### config.mk
export PLATFORM = sky130hd
export DESIGN_NAME = sub_n1024_cc32_flat
export DESIGN_NICKNAME = d
export VERILOG_FILES = /design/src/rtl/sub_n1024_cc32_if.sv /design/src/rtl/sub_n1024_cc32.sv /design/src/flat_wrapper.sv
export SDC_FILE = /design/constraint.sdc
export NUM_CORES = 1
export LEC_CHECK = 0
export ABC_CLOCK_PERIOD_IN_PS = 5200
export CAP_MARGIN = 5
export CORE_MARGIN = 1.5
export CORE_UTILIZATION = 30
export DETAILED_ROUTE_END_ITERATION = 7
export PLACE_DENSITY = 0.51
export SYNTH_ARGS = -nofsm -noshare
export SYNTH_HDL_FRONTEND = slang
export SYNTH_SLANG_ARGS = --single-unit
### constraint.sdc
create_clock -name clk -period 5.2 [get_ports clk]
set_clock_uncertainty 0.15 [all_clocks]
set_input_delay 0.78 -clock clk [delete_from_list [all_inputs] [get_ports clk]]
set_output_delay 0.78 -clock clk [all_outputs]
set_load 0.02 [all_outputs]
### src/rtl/sub_n1024_cc32_if.sv
// Limb stream bundle for the limb-serial subtractor: operand limbs in,
// difference limbs plus end-of-operation compare flags out.
interface sub_n1024_cc32_if #(
  parameter int unsigned W = 32
);
  logic         in_valid;
  logic         in_ready;
  logic [W-1:0] a;
  logic [W-1:0] b;
  logic         out_valid;
  logic         out_ready;
  logic [W-1:0] c;
  logic         out_last;
  logic         borrow_out;
  logic         eq_out;
  logic         flags_valid;

  modport master (
    output in_valid, a, b, out_ready,
    input  in_ready, out_valid, c, out_last, borrow_out, eq_out, flags_valid
  );

  modport slave (
    input  in_valid, a, b, out_ready,
    output in_ready, out_valid, c, out_last, borrow_out, eq_out, flags_valid
  );
endinterface

### src/rtl/sub_n1024_cc32.sv
// Limb-serial N-bit subtractor c = a - b, LSB limb first, with a one-deep
// output register, limb counter and end-of-operation a<b / a==b flags.
module sub_n1024_cc32 #(
  parameter int unsigned N  = 1024,
  parameter int unsigned W  = 32,
  parameter int unsigned CC = N / W
) (
  input logic              clk,
  input logic              rst,
  sub_n1024_cc32_if.slave  bus
);
  localparam int unsigned KW = (CC > 1) ? $clog2(CC) : 1;

  logic [KW-1:0] k;
  logic          brw;
  logic          eqa;
  logic [W-1:0]  c_q;
  logic          out_valid_q;
  logic          out_last_q;
  logic          borrow_out_q;
  logic          eq_out_q;
  logic          flags_valid_q;

  logic          acc;
  logic          drain;
  logic          first;
  logic          last;
  logic          bin;
  logic          eq_next;
  logic [W:0]    diff;

  assign bus.in_ready    = !out_valid_q | bus.out_ready;
  assign bus.out_valid   = out_valid_q;
  assign bus.c           = c_q;
  assign bus.out_last    = out_last_q;
  assign bus.borrow_out  = borrow_out_q;
  assign bus.eq_out      = eq_out_q;
  assign bus.flags_valid = flags_valid_q;

  always_comb begin
    acc   = bus.in_valid & bus.in_ready;
    drain = out_valid_q & bus.out_ready;
    first = (k == '0);
    last  = (k == KW'(CC - 1));
    bin   = first ? 1'b0 : brw;
    // W+1-bit difference: the top bit is set exactly when a < b + bin
    diff    = {1'b0, bus.a} - {1'b0, bus.b} - {{W{1'b0}}, bin};
    eq_next = (first ? 1'b1 : eqa) & (bus.a == bus.b);
  end

  always_ff @(posedge clk) begin
    if (rst) begin
      k             <= '0;
      brw           <= 1'b0;
      eqa           <= 1'b1;
      c_q           <= '0;
      out_valid_q   <= 1'b0;
      out_last_q    <= 1'b0;
      borrow_out_q  <= 1'b0;
      eq_out_q      <= 1'b0;
      flags_valid_q <= 1'b0;
    end else if (acc) begin
      c_q         <= diff[W-1:0];
      brw         <= diff[W];
      eqa         <= eq_next;
      out_valid_q <= 1'b1;
      out_last_q  <= last;
      k           <= last ? '0 : k + KW'(1);
      if (last) begin
        borrow_out_q  <= diff[W];
        eq_out_q      <= eq_next;
        flags_valid_q <= 1'b1;
      end else if (first) begin
        flags_valid_q <= 1'b0;
      end
    end else if (drain) begin
      out_valid_q <= 1'b0;
    end
  end
endmodule

### src/flat_wrapper.sv
// flat-port wrapper written by rule: the top's interface ports become plain ports
module sub_n1024_cc32_flat 
#(
  parameter int unsigned N  = 1024,
  parameter int unsigned W  = 32,
  parameter int unsigned CC = N / W
)
  (clk, rst, bus_in_valid, bus_a, bus_b, bus_out_ready, bus_in_ready, bus_out_valid, bus_c, bus_out_last, bus_borrow_out, bus_eq_out, bus_flags_valid);
  sub_n1024_cc32_if #(.W(W)) bus_i ();
  input logic clk;
  input logic rst;
  input wire logic [$bits(bus_i.in_valid)-1:0] bus_in_valid;
  input wire logic [$bits(bus_i.a)-1:0] bus_a;
  input wire logic [$bits(bus_i.b)-1:0] bus_b;
  input wire logic [$bits(bus_i.out_ready)-1:0] bus_out_ready;
  output wire logic [$bits(bus_i.in_ready)-1:0] bus_in_ready;
  output wire logic [$bits(bus_i.out_valid)-1:0] bus_out_valid;
  output wire logic [$bits(bus_i.c)-1:0] bus_c;
  output wire logic [$bits(bus_i.out_last)-1:0] bus_out_last;
  output wire logic [$bits(bus_i.borrow_out)-1:0] bus_borrow_out;
  output wire logic [$bits(bus_i.eq_out)-1:0] bus_eq_out;
  output wire logic [$bits(bus_i.flags_valid)-1:0] bus_flags_valid;
  assign bus_i.in_valid = bus_in_valid;
  assign bus_i.a = bus_a;
  assign bus_i.b = bus_b;
  assign bus_i.out_ready = bus_out_ready;
  assign bus_in_ready = bus_i.in_ready;
  assign bus_out_valid = bus_i.out_valid;
  assign bus_c = bus_i.c;
  assign bus_out_last = bus_i.out_last;
  assign bus_borrow_out = bus_i.borrow_out;
  assign bus_eq_out = bus_i.eq_out;
  assign bus_flags_valid = bus_i.flags_valid;
  sub_n1024_cc32 #(.N(N), .W(W), .CC(CC)) u_core (.clk(clk), .rst(rst), .bus(bus_i));
endmodule
==> run metrics <==
diodes inserted 0; drt total wl 12.0 mm; post-route setup TNS 0 ns; setup ws final 0.717 ns; Final period util 0.862; DR pass1 iterations 5; Global Route Usage Sum 0.164; First DRT Iteration DRCs 276; die width 123 µm; initial antenna violation count 0; Max Cap Violations 0; CTS tree built; synth-to-layout area growth 30.7%; Setup CP Type reg2reg; pin count of the biggest net entering global routing 27; ys async rst share 0; Multi-input gate area 2900 µm²; syn avg cell area 7.27 µm²; Final GP Congestion 0.952; Initial Util 0.309; hold buffers post-CTS 0; yosys warns 0; WL per Instance 13.9 µm; pwr/cell area 257 nW/µm²; first-pass GRT wire length 19.5 mm; synthesized cell area 4310 µm²; most frequent cells in the layout 106 x inv_1, 105 x clkdlybuf4s50_1, 74 x nand2_1, 65 x ha_1, 54 x a21oi_1; Worst VDD drop 0.000124 V; count of pins over their slew limit 0; hold slack 0.303 ns; I/O Buffers 105; total CTS buffers 5; worst path arrival time 4.53 ns; Yosys reg bits 44; routed via count 4273; FF/Latch Area 881 µm²; final cell count without fillers 863; DR vias/cell 4.95; Post-synth EDFFs 0; final hold violation count 0; DP HPWL 9.93 mm; clock buffer depth 2; Hold Path Class reg2reg; flop-to-flop setup slack 0.72 ns; fin crit period 4.48 ns; placed cell count 855; sequential fraction of the synthesis area 0.204; Rel. slew slack 0.337; Worst Setup End Kind register; drt drc 0; CP Launch Type register; H-tree depth 2; Root Driver clkbuf_16; leakage 2.50 nW; Power, Total 1.45 mW; number of cells upsized or downsized after cts 0; highest clock rate 223 MHz; commonest non-fill, non-tap cell in the layout inv_1; share of post-route cells with drive strength above 1 0.0351; full die area 15100 µm²; Setup Viol. Count Final 0; RSZ-0062 raised after global routing false; Critical Path Fanout Max 5; CP required 5.25 ns; Fillers 1478; number of global-route vias before repair 3985; setup bufs post-CTS 0; Least-Margin Pin Slew 0.990 ns; FP Rows 43; GRT overflow 0; status finished clean; Ports 106; Clock Pin Slew Worst Setup and Hold Paths 0.07 ns; post-synthesis cell type count 59; Worst-Skew Late Latency 0.29 ns; height of the die 123 µm; Clock Sinks 44; post-route ant nets 0; ys flop type dfxtp_1; Post-Syn Nets 728; Setup WS pre-CTS 0.428 ns; Nets 817; core area 13900 µm²; Mapped Cells 593
## report_power, final
part           total (mW)  switching, mW  internal [mW]
combinational       0.682          0.379          0.303
sequential          0.400         0.0247          0.376
clock               0.366          0.140          0.226
## through the flow
| stage | instance area (µm²) | util |
|---|---|---|
| 6_report | 5630 | 0.404 |
| 5_1_grt | 5630 | 0.404 |
| 4_1_cts | 5630 | 0.404 |
| 3_5_place_dp | 5470 | 0.392 |
| 3_3_place_gp | 5470 | 0.392 |
| 2_1_floorplan | 4310 | - |
## metal layers
layer,global-route usage,wire length [µm]
met1,0.224,5800
met2,0.269,5410
met3,0.0204,525
met4,0.0523,223
met5,0,0
## synth_stat cells (all sizes together), types with 3 or more instances
cell / count / share of area
o31ai: 3 / 0.0052
buf: 11 / 0.019
o21a: 5 / 0.0087
nor4: 5 / 0.011
nor3: 8 / 0.0093
nand2b: 5 / 0.0073
a31oi: 10 / 0.015
a21o: 10 / 0.017
nand2: 75 / 0.066
xor2: 14 / 0.028
nand3: 12 / 0.014
o21ai: 30 / 0.036
a21oi: 55 / 0.065
ha: 65 / 0.19
inv: 106 / 0.092
nand4: 14 / 0.020
nand3b: 5 / 0.0087
and2: 4 / 0.0064
xnor2: 14 / 0.028
nor2: 31 / 0.027
a21boi: 5 / 0.0087
a211oi: 7 / 0.012
a221oi: 4 / 0.0096
clkbuf: 14 / 0.012
and3: 4 / 0.0061
o211ai: 5 / 0.0099
dfxtp: 44 / 0.20
## kinds of logic (layout without fill, tap and decap cells)
group           count (synthesis)  after routing  share of synthesized area
simple gates                  174            174                      0.196
compound gates                146            146                      0.213
buf+inv                       131            221                      0.124
fa+ha+maj                      67             67                      0.198
flops                          44             44                      0.204
xor+xnor                       28             28                     0.0569
mux                             3              3                    0.00726
## registers in the layout, indices dropped and copies added (netlist names)
signal	count
u_core.bus.c	32
u_core.brw	1
u_core.bus.eq_out	1
u_core.eqa	1
u_core.bus.out_last	1
u_core.bus.out_valid	1
u_core.bus.flags_valid	1
u_core.bus.borrow_out	1
u_core.k	5
## critical path, cell delays in order (launching register included)
cell      delay [ns]
dfxtp_1         0.35
inv_1           0.07
ha_1            0.13
nor4b_1         0.42
nand2b_1        0.21
fa_1            0.44
ha_1            0.21
or2_2           0.30
fa_1            0.41
nor3b_1         0.25
o21ai_2         0.15
o21ai_0         0.29
a31oi_1         0.28
a31oi_1         0.35
nand3_1         0.12
a311oi_1        0.26
## path summary, 6_finish.rpt
kind,from,to,cells past startpoint
hold / removal,u_core.bus.out_last,u_core.bus.out_last,2
setup / recovery,u_core.k[0],u_core.bus.c[18],15
hold reg to reg,u_core.bus.out_last,u_core.bus.out_last,2
setup reg to reg,u_core.k[0],u_core.bus.c[18],15
## layout make-up
class	instances	area share
Inverter	106	0.0706
Timing Repair Buffer	107	0.189
Tap cell	180	0.0400
Clock inverter	3	0.00755
Multi-Input combinational cell	418	0.514
Sequential cell	44	0.156
Clock buffer	5	0.0222
No activity file was read; power rests on OpenSTA's default activity.
